[config.mk]
export PLATFORM = sky130hd
export DESIGN_NAME = seg7_scanner
export DESIGN_NICKNAME = d
export VERILOG_FILES = /design/src/rtl/seg7_scanner.sv
export SDC_FILE = /design/constraint.sdc
export NUM_CORES = 1
export LEC_CHECK = 0
export ABC_AREA = 1
export CELL_PAD_IN_SITES_DETAIL_PLACEMENT = 0
export CELL_PAD_IN_SITES_GLOBAL_PLACEMENT = 1
export CORE_UTILIZATION = 41
export CTS_BUF_LIST = sky130_fd_sc_hd__clkbuf_8
export DETAILED_ROUTE_END_ITERATION = 7
export PLACE_DENSITY = 0.82
export RECOVER_POWER = 25
export SYNTH_ARGS = -nofsm -noshare
export SYNTH_HDL_FRONTEND = slang
export SYNTH_SLANG_ARGS = --single-unit
export TNS_END_PERCENT = 5
[constraint.sdc]
create_clock -name clk -period 3.87 [get_ports clk]
set_clock_uncertainty 0.1 [all_clocks]
set_input_delay 0.387 -clock clk [delete_from_list [all_inputs] [get_ports clk]]
set_output_delay 0.387 -clock clk [all_outputs]
set_load 0.1 [all_outputs]
[src/rtl/seg7_scanner.sv]
// Multiplexed 8-digit hex display back-end for the CPU: debounced source select,
// tear-free per-scan snapshot, and a sticky halt decimal point on the rightmost digit.
module seg7_scanner #(
    parameter int DIV_CYCLES      = 100000,
    parameter int DEBOUNCE_CYCLES = 500000
) (
    input  logic        clk,
    input  logic        clr,
    input  logic [31:0] display,
    input  logic [31:0] cycles,
    input  logic        halt,
    input  logic        btn_src,
    output logic [7:0]  seg_n,
    output logic [7:0]  an_n,
    output logic        src_sel
);

    localparam int DIV_W = (DIV_CYCLES > 1) ? $clog2(DIV_CYCLES) : 1;
    localparam int DB_W  = (DEBOUNCE_CYCLES > 1) ? $clog2(DEBOUNCE_CYCLES) : 1;
    localparam logic [DIV_W-1:0] DIV_LAST = DIV_W'(DIV_CYCLES - 1);
    localparam logic [DB_W-1:0]  DB_LAST  = DB_W'(DEBOUNCE_CYCLES - 1);

    // Segment pattern {g,f,e,d,c,b,a}, active-low, for one hex nibble.
    function automatic logic [6:0] hex_to_seg(input logic [3:0] nib);
        logic [6:0] seg;
        case (nib)
            4'h0: seg = 7'h40;
            4'h1: seg = 7'h79;
            4'h2: seg = 7'h24;
            4'h3: seg = 7'h30;
            4'h4: seg = 7'h19;
            4'h5: seg = 7'h12;
            4'h6: seg = 7'h02;
            4'h7: seg = 7'h78;
            4'h8: seg = 7'h00;
            4'h9: seg = 7'h10;
            4'hA: seg = 7'h08;
            4'hB: seg = 7'h03;
            4'hC: seg = 7'h46;
            4'hD: seg = 7'h21;
            4'hE: seg = 7'h06;
            default: seg = 7'h0E;
        endcase
        return seg;
    endfunction

    logic [DIV_W-1:0] r_div_cnt;
    logic [2:0]       r_digit_idx;
    logic [31:0]      r_snapshot;
    logic             r_src_sel;
    logic             r_halt_seen;
    logic             r_btn_meta;
    logic             r_btn_sync;
    logic             r_btn_state;
    logic [DB_W-1:0]  r_db_cnt;
    logic [7:0]       r_an_n_p1;
    logic [7:0]       r_seg_n_p1;

    logic             w_tick;
    logic             w_scan_wrap;
    logic             w_btn_accept;
    logic             w_btn_rise;
    logic [3:0]       w_nibble;

    assign w_tick       = (r_div_cnt == DIV_LAST);
    assign w_scan_wrap  = w_tick && (r_digit_idx == 3'd7);
    assign w_btn_accept = (r_btn_sync != r_btn_state) && (r_db_cnt == DB_LAST);
    assign w_btn_rise   = w_btn_accept && r_btn_sync;
    assign w_nibble     = r_snapshot[{r_digit_idx, 2'b00} +: 4];

    // Stage p0: digit timing and per-scan snapshot
    always_ff @(posedge clk or posedge clr) begin
        if (clr) begin
            r_div_cnt   <= '0;
            r_digit_idx <= 3'd0;
            r_snapshot  <= 32'd0;
        end else begin
            r_div_cnt <= w_tick ? '0 : r_div_cnt + DIV_W'(1);
            if (w_tick)
                r_digit_idx <= r_digit_idx + 3'd1;
            // r_src_sel is the pre-toggle value here, so a same-edge toggle waits a scan.
            if (w_scan_wrap)
                r_snapshot <= r_src_sel ? cycles : display;
        end
    end

    // Button synchronizer, debouncer and source toggle
    always_ff @(posedge clk or posedge clr) begin
        if (clr) begin
            r_btn_meta  <= 1'b0;
            r_btn_sync  <= 1'b0;
            r_btn_state <= 1'b0;
            r_db_cnt    <= '0;
            r_src_sel   <= 1'b0;
        end else begin
            r_btn_meta <= btn_src;
            r_btn_sync <= r_btn_meta;
            if (r_btn_sync == r_btn_state) begin
                r_db_cnt <= '0;
            end else if (w_btn_accept) begin
                r_btn_state <= r_btn_sync;
                r_db_cnt    <= '0;
            end else begin
                r_db_cnt <= r_db_cnt + DB_W'(1);
            end
            if (w_btn_rise)
                r_src_sel <= ~r_src_sel;
        end
    end

    always_ff @(posedge clk or posedge clr) begin
        if (clr)
            r_halt_seen <= 1'b0;
        else
            r_halt_seen <= r_halt_seen | halt;
    end

    // Stage p1: registered anode and segment drive
    always_ff @(posedge clk or posedge clr) begin
        if (clr) begin
            r_an_n_p1  <= 8'hFF;
            r_seg_n_p1 <= 8'hFF;
        end else begin
            r_an_n_p1  <= ~(8'b1 << r_digit_idx);
            r_seg_n_p1 <= {~(r_halt_seen && (r_digit_idx == 3'd0)), hex_to_seg(w_nibble)};
        end
    end

    assign an_n    = r_an_n_p1;
    assign seg_n   = r_seg_n_p1;
    assign src_sel = r_src_sel;

endmodule

==> run_summary.xml <==
<?xml version="1.0" encoding="UTF-8"?>
<metrics>
  <group name="status">
    <metric name="outcome" unit="">complete, no violations</metric>
  </group>
  <group name="global_route">
    <metric name="grt_antenna_before_repair" unit="">0</metric>
    <metric name="grt_util_all_layers" unit="">0.1799</metric>
    <metric name="vias_in_the_first_global_route" unit="">4003</metric>
    <metric name="grt_remaining_overflow" unit="">0</metric>
    <metric name="grt_start_max_net_pins" unit="">65</metric>
    <metric name="grt_first_pass_wirelength" unit="um">18660</metric>
  </group>
  <group name="power">
    <metric name="power.density" unit="nW/um^2">274.4</metric>
    <metric name="p_leak" unit="uW">0.002942</metric>
    <metric name="p_sw_frac" unit="">0.2151</metric>
    <metric name="int_power" unit="uW">1363</metric>
    <metric name="final_total_pwr" unit="uW">1737</metric>
    <metric name="power_frac_seq" unit="">0.557</metric>
    <metric name="peakVddDrop" unit="mV">0.1380</metric>
    <metric name="power_switching" unit="uW">373.5</metric>
    <metric name="p_comb_frac" unit="">0.068</metric>
    <metric name="clkPwrFrac" unit="">0.375</metric>
  </group>
  <group name="cts">
    <metric name="tritoncts_clock_tree" unit="">yes</metric>
    <metric name="cts_resized" unit="">0</metric>
    <metric name="clk_latency" unit="ns">0.36</metric>
    <metric name="clkSinkCount" unit="">92</metric>
    <metric name="clkSlewWorstSetupHoldPaths" unit="ns">0.09</metric>
    <metric name="cts-htree-levels" unit="">3</metric>
    <metric name="cts-buffers-inserted" unit="">9</metric>
    <metric name="cts_root_buffer" unit="">sky130_fd_sc_hd__clkbuf_8</metric>
    <metric name="post_cts_buffers" unit="">0</metric>
    <metric name="hold_buffers" unit="">0</metric>
    <metric name="cts-root-to-sink-buffers" unit="">2</metric>
  </group>
  <group name="layout">
    <metric name="layout.area.seq" unit="um^2">2322</metric>
    <metric name="nNetsFinal" unit="">802</metric>
    <metric name="multi_input_area" unit="um^2">2487</metric>
    <metric name="final_area" unit="um^2">6329</metric>
    <metric name="syn2layout_area_growth" unit="%">21.88</metric>
    <metric name="fillers" unit="">1193</metric>
    <metric name="drive_gt1_frac" unit="">0.1529</metric>
    <metric name="stdcell_count" unit="">894</metric>
    <metric name="insertedDiodeCount" unit="">0</metric>
  </group>
  <group name="timing">
    <metric name="timing.max_slew.rel_slack" unit="">0.08443</metric>
    <metric name="final.setup.tns" unit="ns">0</metric>
    <metric name="final.period_utilization" unit="">0.6832</metric>
    <metric name="timing.fmax" unit="MHz">378.2</metric>
    <metric name="setup_viol_count_final" unit="">0</metric>
    <metric name="finalWorstPathRequiredPeriod" unit="ns">2.644</metric>
    <metric name="report.final.hold_viol_count" unit="">0</metric>
    <metric name="finalMaxSlewViolations" unit="">0</metric>
    <metric name="rsz0062_at_grt" unit="">false</metric>
    <metric name="worstMarginPinSlew" unit="ns">1.373</metric>
  </group>
  <group name="yosys">
    <metric name="simple_logic_cell_fraction_of_the_synthesized_area" unit="">0.3400</metric>
    <metric name="syn-instance-count" unit="">642</metric>
    <metric name="yosys_warn_count" unit="">0</metric>
    <metric name="synth_fa_ha_area_frac" unit="">0.03133</metric>
    <metric name="synthesis.nets" unit="">723</metric>
    <metric name="sequential_share_of_the_synthesized_area" unit="">0.4472</metric>
    <metric name="post_synth_instance_area" unit="um^2">5192</metric>
    <metric name="synth-seq-cells" unit="">92</metric>
    <metric name="netlist-cell-type-count" unit="">38</metric>
    <metric name="postSynth.asyncResetShare" unit="">1.000</metric>
    <metric name="postSynth.topFlopCell" unit="">sky130_fd_sc_hd__dfrtp_1</metric>
    <metric name="combinational_family_with_the_most_area_after_synthesis" unit="">simple AND/OR/NAND/NOR gates</metric>
    <metric name="postSynthAreaPerCell" unit="um^2">8.088</metric>
    <metric name="fraction_of_synthesized_cell_area_in_xor_and_xnor_cells" unit="">0.03205</metric>
    <metric name="synth_compound_area_frac" unit="">0.07566</metric>
    <metric name="number_of_flops_mapped_to_enable_cells_by_yosys" unit="">0</metric>
    <metric name="synth_area_leaders" unit="">sky130_fd_sc_hd__dfrtp_1 (37%), sky130_fd_sc_hd__nand2_1 (13%), sky130_fd_sc_hd__dfstp_2 (8.1%)</metric>
    <metric name="synthMuxAreaShare" unit="">0</metric>
    <metric name="synth.top_cell.area_share" unit="">0.3663</metric>
    <metric name="yosysTopAreaCell" unit="">sky130_fd_sc_hd__dfrtp_1</metric>
  </group>
  <group name="critical_path">
    <metric name="reg2reg_depth" unit="">5</metric>
    <metric name="buffers_and_inverters_on_the_worst_path" unit="">0</metric>
    <metric name="critical_path.top_delay_family" unit="">simple AND/OR/NAND/NOR gates</metric>
    <metric name="critical-path-max-stage-delay" unit="ns">0.74</metric>
    <metric name="critical_path_required" unit="ns">3.99</metric>
    <metric name="worstPathCellList" unit="">ha_1 -&gt; ha_1 -&gt; nand3_4 -&gt; nand2_1 -&gt; o21ai_2</metric>
    <metric name="worst-path-max-fanout" unit="">64</metric>
    <metric name="path_common_cell" unit="">sky130_fd_sc_hd__ha_1</metric>
    <metric name="criticalPathCategory" unit="">flip-flop to flip-flop</metric>
    <metric name="data_arrival_time_of_the_critical_path" unit="ns">2.76</metric>
    <metric name="worst_setup_path_start_kind" unit="">flip-flop</metric>
    <metric name="crit_cells" unit="">5</metric>
    <metric name="slowest_stage" unit="">sky130_fd_sc_hd__nand3_4</metric>
    <metric name="setup.worst_path.end_class" unit="">flip-flop</metric>
  </group>
  <group name="die">
    <metric name="floorplan.die.width" unit="um">114.5</metric>
    <metric name="initial_core_util" unit="">0.4270</metric>
    <metric name="core_region_area" unit="um^2">12160</metric>
    <metric name="chipHeight" unit="um">114.5</metric>
    <metric name="number_of_top_level_design_ports" unit="">85</metric>
    <metric name="core.rowCount" unit="">40</metric>
    <metric name="dieArea" unit="um^2">13120</metric>
  </group>
  <group name="routing">
    <metric name="vias" unit="">4183</metric>
    <metric name="ant_nets" unit="">0</metric>
    <metric name="drtPass1Iterations" unit="">6</metric>
    <metric name="avgRoutedWirePerCell" unit="um">12.04</metric>
    <metric name="starting_drc_count_in_detailed_routing" unit="">202</metric>
    <metric name="route.detailed.vias_per_inst" unit="">4.679</metric>
    <metric name="drc_errors" unit="">0</metric>
    <metric name="drt-total-wl" unit="um">10770</metric>
  </group>
  <group name="placement">
    <metric name="place_inst" unit="">878</metric>
    <metric name="dpl-instance-area" unit="um^2">6135</metric>
    <metric name="routabilityCongestion" unit="">0.8567</metric>
    <metric name="buffer_ports.inserted" unit="">84</metric>
    <metric name="dpl.hpwl" unit="um">8112</metric>
  </group>
  <group name="run">
    <metric name="max_cap_viol_count" unit="">0</metric>
  </group>
  <group name="hold_path">
    <metric name="hold_path.class" unit="">flip-flop to flip-flop</metric>
    <metric name="whs_path_depth" unit="">0</metric>
  </group>
</metrics>
==> per-stage QoR <==
stage	utilization	worst slack [ns]	hold WS, ns
6_report	0.5204	1.226	0.2554
5_1_grt	0.5204	0.9934	0.2681
4_1_cts	0.5207	1.210	0.2023
3_5_place_dp	0.5044	1.238	0.2379
3_3_place_gp	0.5044	1.344	0.2392
2_1_floorplan	-	1.018	0.2312
==> worst paths after layout <==
check	slack, ns	end	startpoint
max in group asynchronous	1.41	r_db_cnt[2]$_DFF_PP0_	clr
worst max-delay path	1.23	r_snapshot[5]$_DFFE_PP0P_	r_digit_idx[0]$_DFFE_PP0N_
worst max register to register	1.23	r_snapshot[5]$_DFFE_PP0P_	r_digit_idx[0]$_DFFE_PP0N_
min in group asynchronous	0.54	r_btn_meta$_DFF_PP0_	clr
worst min register to register	0.26	r_btn_sync$_DFF_PP0_	r_btn_meta$_DFF_PP0_
worst min-delay path	0.26	r_btn_sync$_DFF_PP0_	r_btn_meta$_DFF_PP0_
==> metal layers <==
layer	GRT usage	routed length [um]	share of wire	vias up
met5	0	0	0	-
met4	0.06407	125	0.012	0
met3	0.03547	440	0.041	10
met2	0.2780	4836	0.45	101
met1	0.2507	5363	0.50	1904
li1	-	-	-	2168
==> cell type report <==
type / count / area share
Clock inverter: 5 / 0.007315
Timing Repair Buffer: 87 / 0.1354
Tap cell: 168 / 0.03321
Clock buffer: 11 / 0.02392
Multi-Input combinational cell: 465 / 0.3930
Sequential cell: 92 / 0.3669
Inverter: 66 / 0.04013
==> power by group through the flow <==
stage	Combinational [uW]	Sequential (uW)	Clock (uW)
after CTS	123	967	674
final	118	967	651
after global placement	122	985	0
after floorplan	41.2	985	0
after global routing	132	968	710
after detailed placement	123	985	0
==> logic make-up (layout without fill, tap and decap cells) <==
group / count (synthesis) / count (layout)
AOI/OAI and AO/OA: 53 / 53
buffers and inverters: 85 / 169
xor gates and xnor gates: 19 / 19
adders and majority gates: 13 / 13
DFF: 92 / 92
and+or+nand+nor: 380 / 380
==> worst reg2reg max path, cell delays in order, from the launching register on <==
cell                      delay (ns)
sky130_fd_sc_hd__dfrtp_1        0.72
sky130_fd_sc_hd__ha_1           0.27
sky130_fd_sc_hd__ha_1           0.21
sky130_fd_sc_hd__nand3_4        0.74
sky130_fd_sc_hd__nand2_1        0.37
sky130_fd_sc_hd__o21ai_2        0.08
==> sequential cells by signal (all words and copies together) (netlist names) <==
signal and flops:
an_n 8, r_btn_meta 1, r_btn_state 1, r_btn_sync 1
r_db_cnt 19, r_digit_idx 3, r_div_cnt 17, r_halt_seen 1
r_snapshot 32, seg_n 8, src_sel 1
==> cells in the final DEF (no fill, tap or decap), types with 2 or more instances in the layout <==
cell	netlist	layout
sky130_fd_sc_hd__nor3_1	8	8
sky130_fd_sc_hd__nor4_1	2	2
sky130_fd_sc_hd__nor2_2	2	2
sky130_fd_sc_hd__and2_0	32	32
sky130_fd_sc_hd__nor2_1	57	57
sky130_fd_sc_hd__o21ai_2	32	32
sky130_fd_sc_hd__buf_4	1	3
sky130_fd_sc_hd__ha_1	13	13
sky130_fd_sc_hd__clkdlybuf4s50_1	0	80
sky130_fd_sc_hd__a21oi_1	9	9
sky130_fd_sc_hd__o21ai_0	7	7
sky130_fd_sc_hd__dfstp_2	16	16
sky130_fd_sc_hd__nand4_1	10	10
sky130_fd_sc_hd__inv_2	4	4
sky130_fd_sc_hd__nand3b_1	4	4
sky130_fd_sc_hd__a31oi_1	2	2
sky130_fd_sc_hd__xnor2_1	2	2
sky130_fd_sc_hd__clkbuf_8	0	11
sky130_fd_sc_hd__dfrtp_1	76	76
sky130_fd_sc_hd__dlygate4sd3_1	0	3
sky130_fd_sc_hd__nand2_1	183	183
sky130_fd_sc_hd__xor2_1	17	17
sky130_fd_sc_hd__nand3_4	2	2
sky130_fd_sc_hd__inv_1	60	62
sky130_fd_sc_hd__nand3_1	42	42
sky130_fd_sc_hd__nand2_2	32	32
==> cell usage after synthesis, types with 4 or more instances <==
| library cell | count |
|---|---|
| sky130_fd_sc_hd__xor2_1 | 17 |
| sky130_fd_sc_hd__nor2_1 | 57 |
| sky130_fd_sc_hd__inv_2 | 4 |
| sky130_fd_sc_hd__a21oi_1 | 9 |
| sky130_fd_sc_hd__nand3_1 | 42 |
| sky130_fd_sc_hd__inv_1 | 60 |
| sky130_fd_sc_hd__nand4_1 | 10 |
| sky130_fd_sc_hd__nand2_1 | 183 |
| sky130_fd_sc_hd__o21ai_2 | 32 |
| sky130_fd_sc_hd__o21ai_0 | 7 |
| sky130_fd_sc_hd__clkbuf_1 | 8 |
| sky130_fd_sc_hd__ha_1 | 13 |
| sky130_fd_sc_hd__nand2_2 | 32 |
| sky130_fd_sc_hd__and2_0 | 32 |
| sky130_fd_sc_hd__buf_6 | 7 |
| sky130_fd_sc_hd__nor3_1 | 8 |
| sky130_fd_sc_hd__nand3b_1 | 4 |
| sky130_fd_sc_hd__dfrtp_1 | 76 |
| sky130_fd_sc_hd__dfstp_2 | 16 |
Power figures use the tool's default switching activity.
